[config.mk]
export PLATFORM = sky130hd
export DESIGN_NAME = grf_wb_arbiter
export DESIGN_NICKNAME = d
export VERILOG_FILES = /design/src/rtl/grf_wb_arbiter_pkg.sv /design/src/rtl/grf_wb_fifo.sv /design/src/rtl/grf_wb_arbiter.sv
export SDC_FILE = /design/constraint.sdc
export NUM_CORES = 1
export LEC_CHECK = 0
export ABC_AREA = 1
export BUFFER_PORTS_ARGS = -buffer_cell sky130_fd_sc_hd__buf_2
export CAP_MARGIN = 20
export CORE_MARGIN = 8
export CORE_UTILIZATION = 53
export CTS_CLUSTER_DIAMETER = 80
export CTS_CLUSTER_SIZE = 12
export DETAILED_ROUTE_END_ITERATION = 10
export PLACE_DENSITY = 0.8
export SLEW_MARGIN = 5
export SYNTH_ARGS = -nofsm -noshare
export SYNTH_HDL_FRONTEND = slang
export SYNTH_SLANG_ARGS = --single-unit
export TNS_END_PERCENT = 50
[constraint.sdc]
create_clock -name clk -period 5 [get_ports clk]
set_input_delay 0.25 -clock clk [delete_from_list [all_inputs] [get_ports clk]]
set_output_delay 0.25 -clock clk [all_outputs]
set_load 0.01 [all_outputs]
[src/rtl/grf_wb_arbiter_pkg.sv]
// Shared types for the register-file writeback arbiter:
// register address, write-request record and FSM state encoding.
package grf_wb_arbiter_pkg;

    typedef logic [4:0] reg_addr_t;

    typedef struct packed {
        logic [31:0] pc;
        reg_addr_t   addr;
        logic [31:0] data;
    } wr_req_t;

    typedef enum logic [1:0] {
        IDLE   = 2'd0,
        DRAIN  = 2'd1,
        STARVE = 2'd2
    } arb_state_t;

endpackage

[src/rtl/grf_wb_fifo.sv]
// Long-latency result queue: strict FIFO with per-entry
// destination-address compare outputs for hazard queries.
module grf_wb_fifo
    import grf_wb_arbiter_pkg::*;
#(
    parameter int DEPTH = 2
) (
    input  logic             clk,
    input  logic             reset,
    input  logic             push_valid,
    input  wr_req_t          push_data,
    output logic             push_ready,
    output wr_req_t          head,
    output logic             head_valid,
    output logic             head_last,
    input  logic             pop,
    input  reg_addr_t        cmp_a1,
    input  reg_addr_t        cmp_a2,
    output logic [DEPTH-1:0] match1,
    output logic [DEPTH-1:0] match2
);

    localparam int AW = (DEPTH > 1) ? $clog2(DEPTH) : 1;
    localparam logic [AW:0]   CNT_FULL = (AW+1)'(DEPTH);
    localparam logic [AW:0]   CNT_ONE  = (AW+1)'(1);
    localparam logic [AW-1:0] PTR_ONE  = AW'(1);

    wr_req_t          mem [DEPTH];
    logic [DEPTH-1:0] vld;
    logic [AW-1:0]    wptr;
    logic [AW-1:0]    rptr;
    logic [AW:0]      count;
    logic             do_push;
    logic             do_pop;

    assign push_ready = (count != CNT_FULL);
    assign head_valid = (count != '0);
    assign head_last  = (count == CNT_ONE);
    assign head       = mem[rptr];
    assign do_push    = push_valid && push_ready;
    assign do_pop     = pop && head_valid;

    always_comb begin
        for (int i = 0; i < DEPTH; i++) begin
            match1[i] = vld[i] && (mem[i].addr == cmp_a1);
            match2[i] = vld[i] && (mem[i].addr == cmp_a2);
        end
    end

    always_ff @(posedge clk) begin
        if (do_push) begin
            mem[wptr] <= push_data;
        end
    end

    always_ff @(posedge clk) begin
        if (reset) begin
            vld   <= '0;
            wptr  <= '0;
            rptr  <= '0;
            count <= '0;
        end else begin
            if (do_push) begin
                vld[wptr] <= 1'b1;
                wptr      <= wptr + PTR_ONE;
            end
            if (do_pop) begin
                vld[rptr] <= 1'b0;
                rptr      <= rptr + PTR_ONE;
            end
            unique case ({do_push, do_pop})
                2'b10:   count <= count + CNT_ONE;
                2'b01:   count <= count - CNT_ONE;
                default: count <= count;
            endcase
        end
    end

endmodule

[src/rtl/grf_wb_arbiter.sv]
// Register-file write-port arbiter between W stage and a long-latency unit.
// Define GRF_WB_ARBITER_TRACE_EN to print every register-file write.
module grf_wb_arbiter
    import grf_wb_arbiter_pkg::*;
#(
    parameter int DEPTH        = 2,
    parameter int STARVE_LIMIT = 4
) (
    input  logic        clk,
    input  logic        reset,
    input  logic        wb_valid,
    input  logic [31:0] wb_pc,
    input  logic [4:0]  wb_addr,
    input  logic [31:0] wb_data,
    input  logic        lu_valid,
    output logic        lu_ready,
    input  logic [31:0] lu_pc,
    input  logic [4:0]  lu_addr,
    input  logic [31:0] lu_data,
    output logic        grf_we,
    output logic [4:0]  grf_a3,
    output logic [31:0] grf_wd,
    output logic [31:0] grf_wpc,
    input  logic [4:0]  q_a1,
    input  logic [4:0]  q_a2,
    output logic        q_hit1,
    output logic        q_hit2,
    output logic        freeze_req
);

    localparam int CW = $clog2(STARVE_LIMIT + 1);
    localparam logic [CW-1:0] CNT_LAST = CW'(STARVE_LIMIT - 1);
    localparam logic [CW-1:0] CNT_ONE  = CW'(1);

    arb_state_t       state;
    logic [CW-1:0]    starve_cnt;
    wr_req_t          lu_req;
    wr_req_t          head;
    logic             head_valid;
    logic             head_last;
    logic [DEPTH-1:0] match1;
    logic [DEPTH-1:0] match2;
    logic             wb_win;
    logic             push;
    logic             enq;
    logic             pop;
    logic             next_empty;

    assign wb_win = wb_valid && (wb_addr != '0);
    assign pop    = head_valid && !wb_win;
    // $0 results are accepted but dropped before reaching the queue
    assign push   = lu_valid && (lu_addr != '0);
    assign enq    = push && lu_ready;
    assign lu_req = '{pc: lu_pc, addr: lu_addr, data: lu_data};

    assign next_empty = !enq && (!head_valid || (head_last && pop));

    grf_wb_fifo #(
        .DEPTH (DEPTH)
    ) u_fifo (
        .clk        (clk),
        .reset      (reset),
        .push_valid (push),
        .push_data  (lu_req),
        .push_ready (lu_ready),
        .head       (head),
        .head_valid (head_valid),
        .head_last  (head_last),
        .pop        (pop),
        .cmp_a1     (q_a1),
        .cmp_a2     (q_a2),
        .match1     (match1),
        .match2     (match2)
    );

    assign q_hit1 = (q_a1 != '0) && (|match1);
    assign q_hit2 = (q_a2 != '0) && (|match2);

    always_ff @(posedge clk) begin
        if (reset) begin
            grf_we  <= 1'b0;
            grf_a3  <= '0;
            grf_wd  <= '0;
            grf_wpc <= '0;
        end else if (wb_win) begin
            grf_we  <= 1'b1;
            grf_a3  <= wb_addr;
            grf_wd  <= wb_data;
            grf_wpc <= wb_pc;
        end else if (pop) begin
            grf_we  <= 1'b1;
            grf_a3  <= head.addr;
            grf_wd  <= head.data;
            grf_wpc <= head.pc;
        end else begin
            grf_we  <= 1'b0;
            grf_a3  <= '0;
            grf_wd  <= '0;
            grf_wpc <= '0;
        end
    end

    // Starvation tracker; freeze_req is registered alongside the state
    always_ff @(posedge clk) begin
        if (reset) begin
            state      <= IDLE;
            starve_cnt <= '0;
            freeze_req <= 1'b0;
        end else begin
            unique case (state)
                IDLE: begin
                    starve_cnt <= '0;
                    freeze_req <= 1'b0;
                    if (enq) begin
                        state <= DRAIN;
                    end
                end
                DRAIN: begin
                    if (pop) begin
                        starve_cnt <= '0;
                        state      <= next_empty ? IDLE : DRAIN;
                    end else if (head_valid) begin
                        starve_cnt <= starve_cnt + CNT_ONE;
                        if (starve_cnt == CNT_LAST) begin
                            state      <= STARVE;
                            freeze_req <= 1'b1;
                        end
                    end
                end
                STARVE: begin
                    if (pop) begin
                        starve_cnt <= '0;
                        freeze_req <= 1'b0;
                        state      <= next_empty ? IDLE : DRAIN;
                    end
                end
                default: begin
                    state      <= IDLE;
                    starve_cnt <= '0;
                    freeze_req <= 1'b0;
                end
            endcase
        end
    end

`ifdef GRF_WB_ARBITER_TRACE_EN
    always @(posedge clk) begin
        if (grf_we) begin
            $display("%d@%h: $%d <= %h", $time, grf_wpc, grf_a3, grf_wd);
        end
    end
`endif

endmodule

==> impl_metrics.ini <==
[drt]
dr_total_vias = 6090
firstDrtPassIters = 5
remaining_drc_errors = 0
routedWlPerCell_microns = 17.2
viasPerCell = 4.97
finalWirelength_microns = 21100
ant_nets = 0
drt_iter0_markers = 279

[global_routing]
grt_pass1_vias = 6589
grtUsageMet1_pct = 21.5
grtUsageTotal_pct = 19.2
grt_pass1_wl_microns = 33400
grt_max_degree = 75
met2_usage_pct = 34.8
overflow = 0
top_usage_layer = met2
antenna_found_initial = 2
grt.met3_usage_pct = 5.91

[finish]
drive_above_1_share_pct = 46.4
syn_to_final_growth_pct = 29.8
final.fill_count = 1191
final_nets = 1145

[hold_path]
hp-class = primary input to register
hp-start = wb_pc[10]

[logic_synthesis]
synthFlopType = edfxtp_1
synth_enable_flop_cells = 138
synth_nets = 840
syn_inst = 682
syn-mean-instance-area_sq_um = 13.1
netlist_area_sq_mm = 0.00893
synthArstFlopShare_pct = 0
yosysUniqueCellTypes = 35
yosysSeqAreaShare_pct = 65.0
ys_ff_latch = 221
yosysWarnings = 0

[floorplan]
start_util_pct = 54.0
io_pins = 226
die_w_microns = 146
rows = 47
die_area_sq_mm = 0.0213
core_sq_mm = 0.0165
die_y_microns = 146

[clock_tree]
path_clk_slew_ps = 60
clockBufferDepth = 3
cts.repair.resized = 0
clkLatencyLatePin_ps = 490
htree_levels = 1
cts_made_buffers = 22
clkSinkCount = 221
clockRootBuffer = clkbuf_16
cts_tree = yes

[timing]
fin_crit_sh_pct = 51.9
setup_viol = 0
tns_ps = 0
fmax_mhz = 385
period_needed_ps = 2600
worstMarginPinSlew_ps = 992
rsz0062_at_grt = false
layout_setup_ws_ps = 2400
clock_skew_ps = 8.22
slew_headroom_pct = 33.9
hold_viol = 0
drv_slew = 0

[worst_setup_path]
worst_ep_arrival_time_ps = 2720
cp-start-kind = register
cp-end-kind = register
crit_start = u_fifo.count[0]
r2r-start = u_fifo.count[0]
crit_required_ps = 5120
critPathMaxFanout = 49
crit_chain = inv_1 -> ha_1 -> nor2_1 -> nand2_1 -> nor2_4 -> buf_4
worstSetupPathType = register to register
cpMaxStageDelayCell = buf_4
critPathMaxStageDelay_ps = 650

[pwr]
p_sw_share_pct = 28.6
p_leak_nw = 4.62
pwr-share-seq_pct = 47.2
clkPwrFrac_pct = 30.1
pwr-share-comb_pct = 22.7
ir_drop_uv = 275
p_sw_w = 0.00142
power_density_mw_per_mm2 = 428
internal_power_w = 0.00354

[status]
status = finished clean

[place]
port_buffers = 225
pre_cts_ws_ps = 2360
dp_hpwl_microns = 13100
routabilityCongestion = 0.834

[job]
maxCapViolCount = 0
## cell usage in the layout, fill, tap and decap left out, types with 4 or more instances in the layout
| cell type | netlist | routed |
|---|---|---|
| clkbuf_16 | 0 | 23 |
| a21oi_1 | 16 | 16 |
| ha_1 | 6 | 6 |
| o21ai_0 | 15 | 15 |
| a21oi_2 | 69 | 69 |
| nand2_1 | 95 | 95 |
| nand2_2 | 69 | 69 |
| nor2_1 | 24 | 22 |
| nand3_1 | 9 | 9 |
| clkbuf_1 | 5 | 16 |
| mux2_2 | 64 | 64 |
| inv_1 | 33 | 33 |
| dfxtp_1 | 83 | 82 |
| edfxtp_1 | 138 | 138 |
| dlygate4sd3_1 | 0 | 83 |
| o22ai_1 | 6 | 6 |
| buf_4 | 8 | 4 |
| buf_2 | 9 | 224 |
## cell families (layout without fill, tap and decap cells)
family          count (synthesis)  after routing  share of synthesized area [%]
mux                            64             64                           8.07
simple gates                  207            207                           11.4
flops                         221            221                           65.0
fa+ha+maj                       6              6                          0.841
other cells                     0              2                              0
buf+inv                        67            388                           4.79
compound gates                111            111                           9.32
xor+xnor                        6              6                          0.589
## worst max-delay path: cells and delay by family (launching register included)
family | cells | cell delay [ps]
and+or+nand+nor | 3 | 870
buffers and inverters | 2 | 730
DFF | 1 | 370
adders and majority gates | 1 | 210
## timing repair
item	4_1_cts	5_1_grt
setup buffers	0	0
endpoints found under the hold margin	152	0
hold buffers	83	0
## flip-flops by register name, summed over array words and instances, names as in the netlist, named ones only
signal,cells
u_fifo.wptr,1
u_fifo.rptr,1
grf_a3,5
grf_wd,32
u_fifo.count,2
u_fifo.vld,2
grf_we,1
freeze_req,1
u_fifo.mem,138
state,2
starve_cnt,3
grf_wpc,32
## cell usage after synthesis, types with 8 or more instances
library cell,n,area [sq um]
nand2_1,95,357
nand2_2,69,432
nor2_1,24,90.1
edfxtp_1,138,4140
a21oi_2,69,604
a21oi_1,16,80.1
mux2_2,64,721
nand3_1,9,45.0
buf_2,9,45.0
buf_4,8,60.1
inv_1,33,124
dfxtp_1,83,1660
o21ai_0,15,75.1
## per-layer routing
metal  share of wire, %  vias up  routed length (microns)
li1                   -     2971                        -
met1                 39     2870                     8300
met2                 51      220                    10800
met3                7.9       29                     1670
met4                1.8        0                      379
met5                  0        -                        0
## cell type report
cell class	instances	area [sq um]	area share [%]
Clock buffer	39	636	5.48
Sequential cell	221	5810	50.1
Inverter	36	148	1.27
Timing Repair Buffer	312	2000	17.3
Antenna cell	2	5.00	0.0432
Tap cell	220	275	2.37
Clock inverter	1	8.76	0.0755
Multi-Input combinational cell	394	2710	23.4
## power by group through the flow
stage                     combinational (W)  sequential, W  clock, W
after global placement              0.00106        0.00237         0
after global routing                0.00124        0.00237   0.00160
final                               0.00113        0.00234   0.00149
after CTS                           0.00114        0.00234   0.00153
after detailed placement            0.00108        0.00238         0
after floorplan                    0.000885        0.00236         0
## per-stage QoR
step | std cells | utilization [%] | total power [W] | area [sq um] | hold slack, ps
floorplan | 682 | - | 0.00324 | 8930 | 349
global placement | 1099 | 61.1 | 0.00343 | 10100 | 438
detailed placement | 1100 | 61.2 | 0.00346 | 10100 | 442
CTS | 1223 | 70.1 | 0.00501 | 11600 | 0.877
global route | 1225 | 70.2 | 0.00521 | 11600 | 10.3
finish | 1225 | 70.2 | 0.00496 | 11600 | 19.4
## final timing paths
kind	depth (start not counted)	end	slack [ps]
worst max-delay path	6	u_fifo.mem[1][59]	2400
worst min-delay path	3	grf_wpc[10]	20
worst max register to register	6	u_fifo.mem[1][59]	2400
worst min register to register	2	starve_cnt[2]	460
Note: power is estimated with default switching activity, not from simulation.
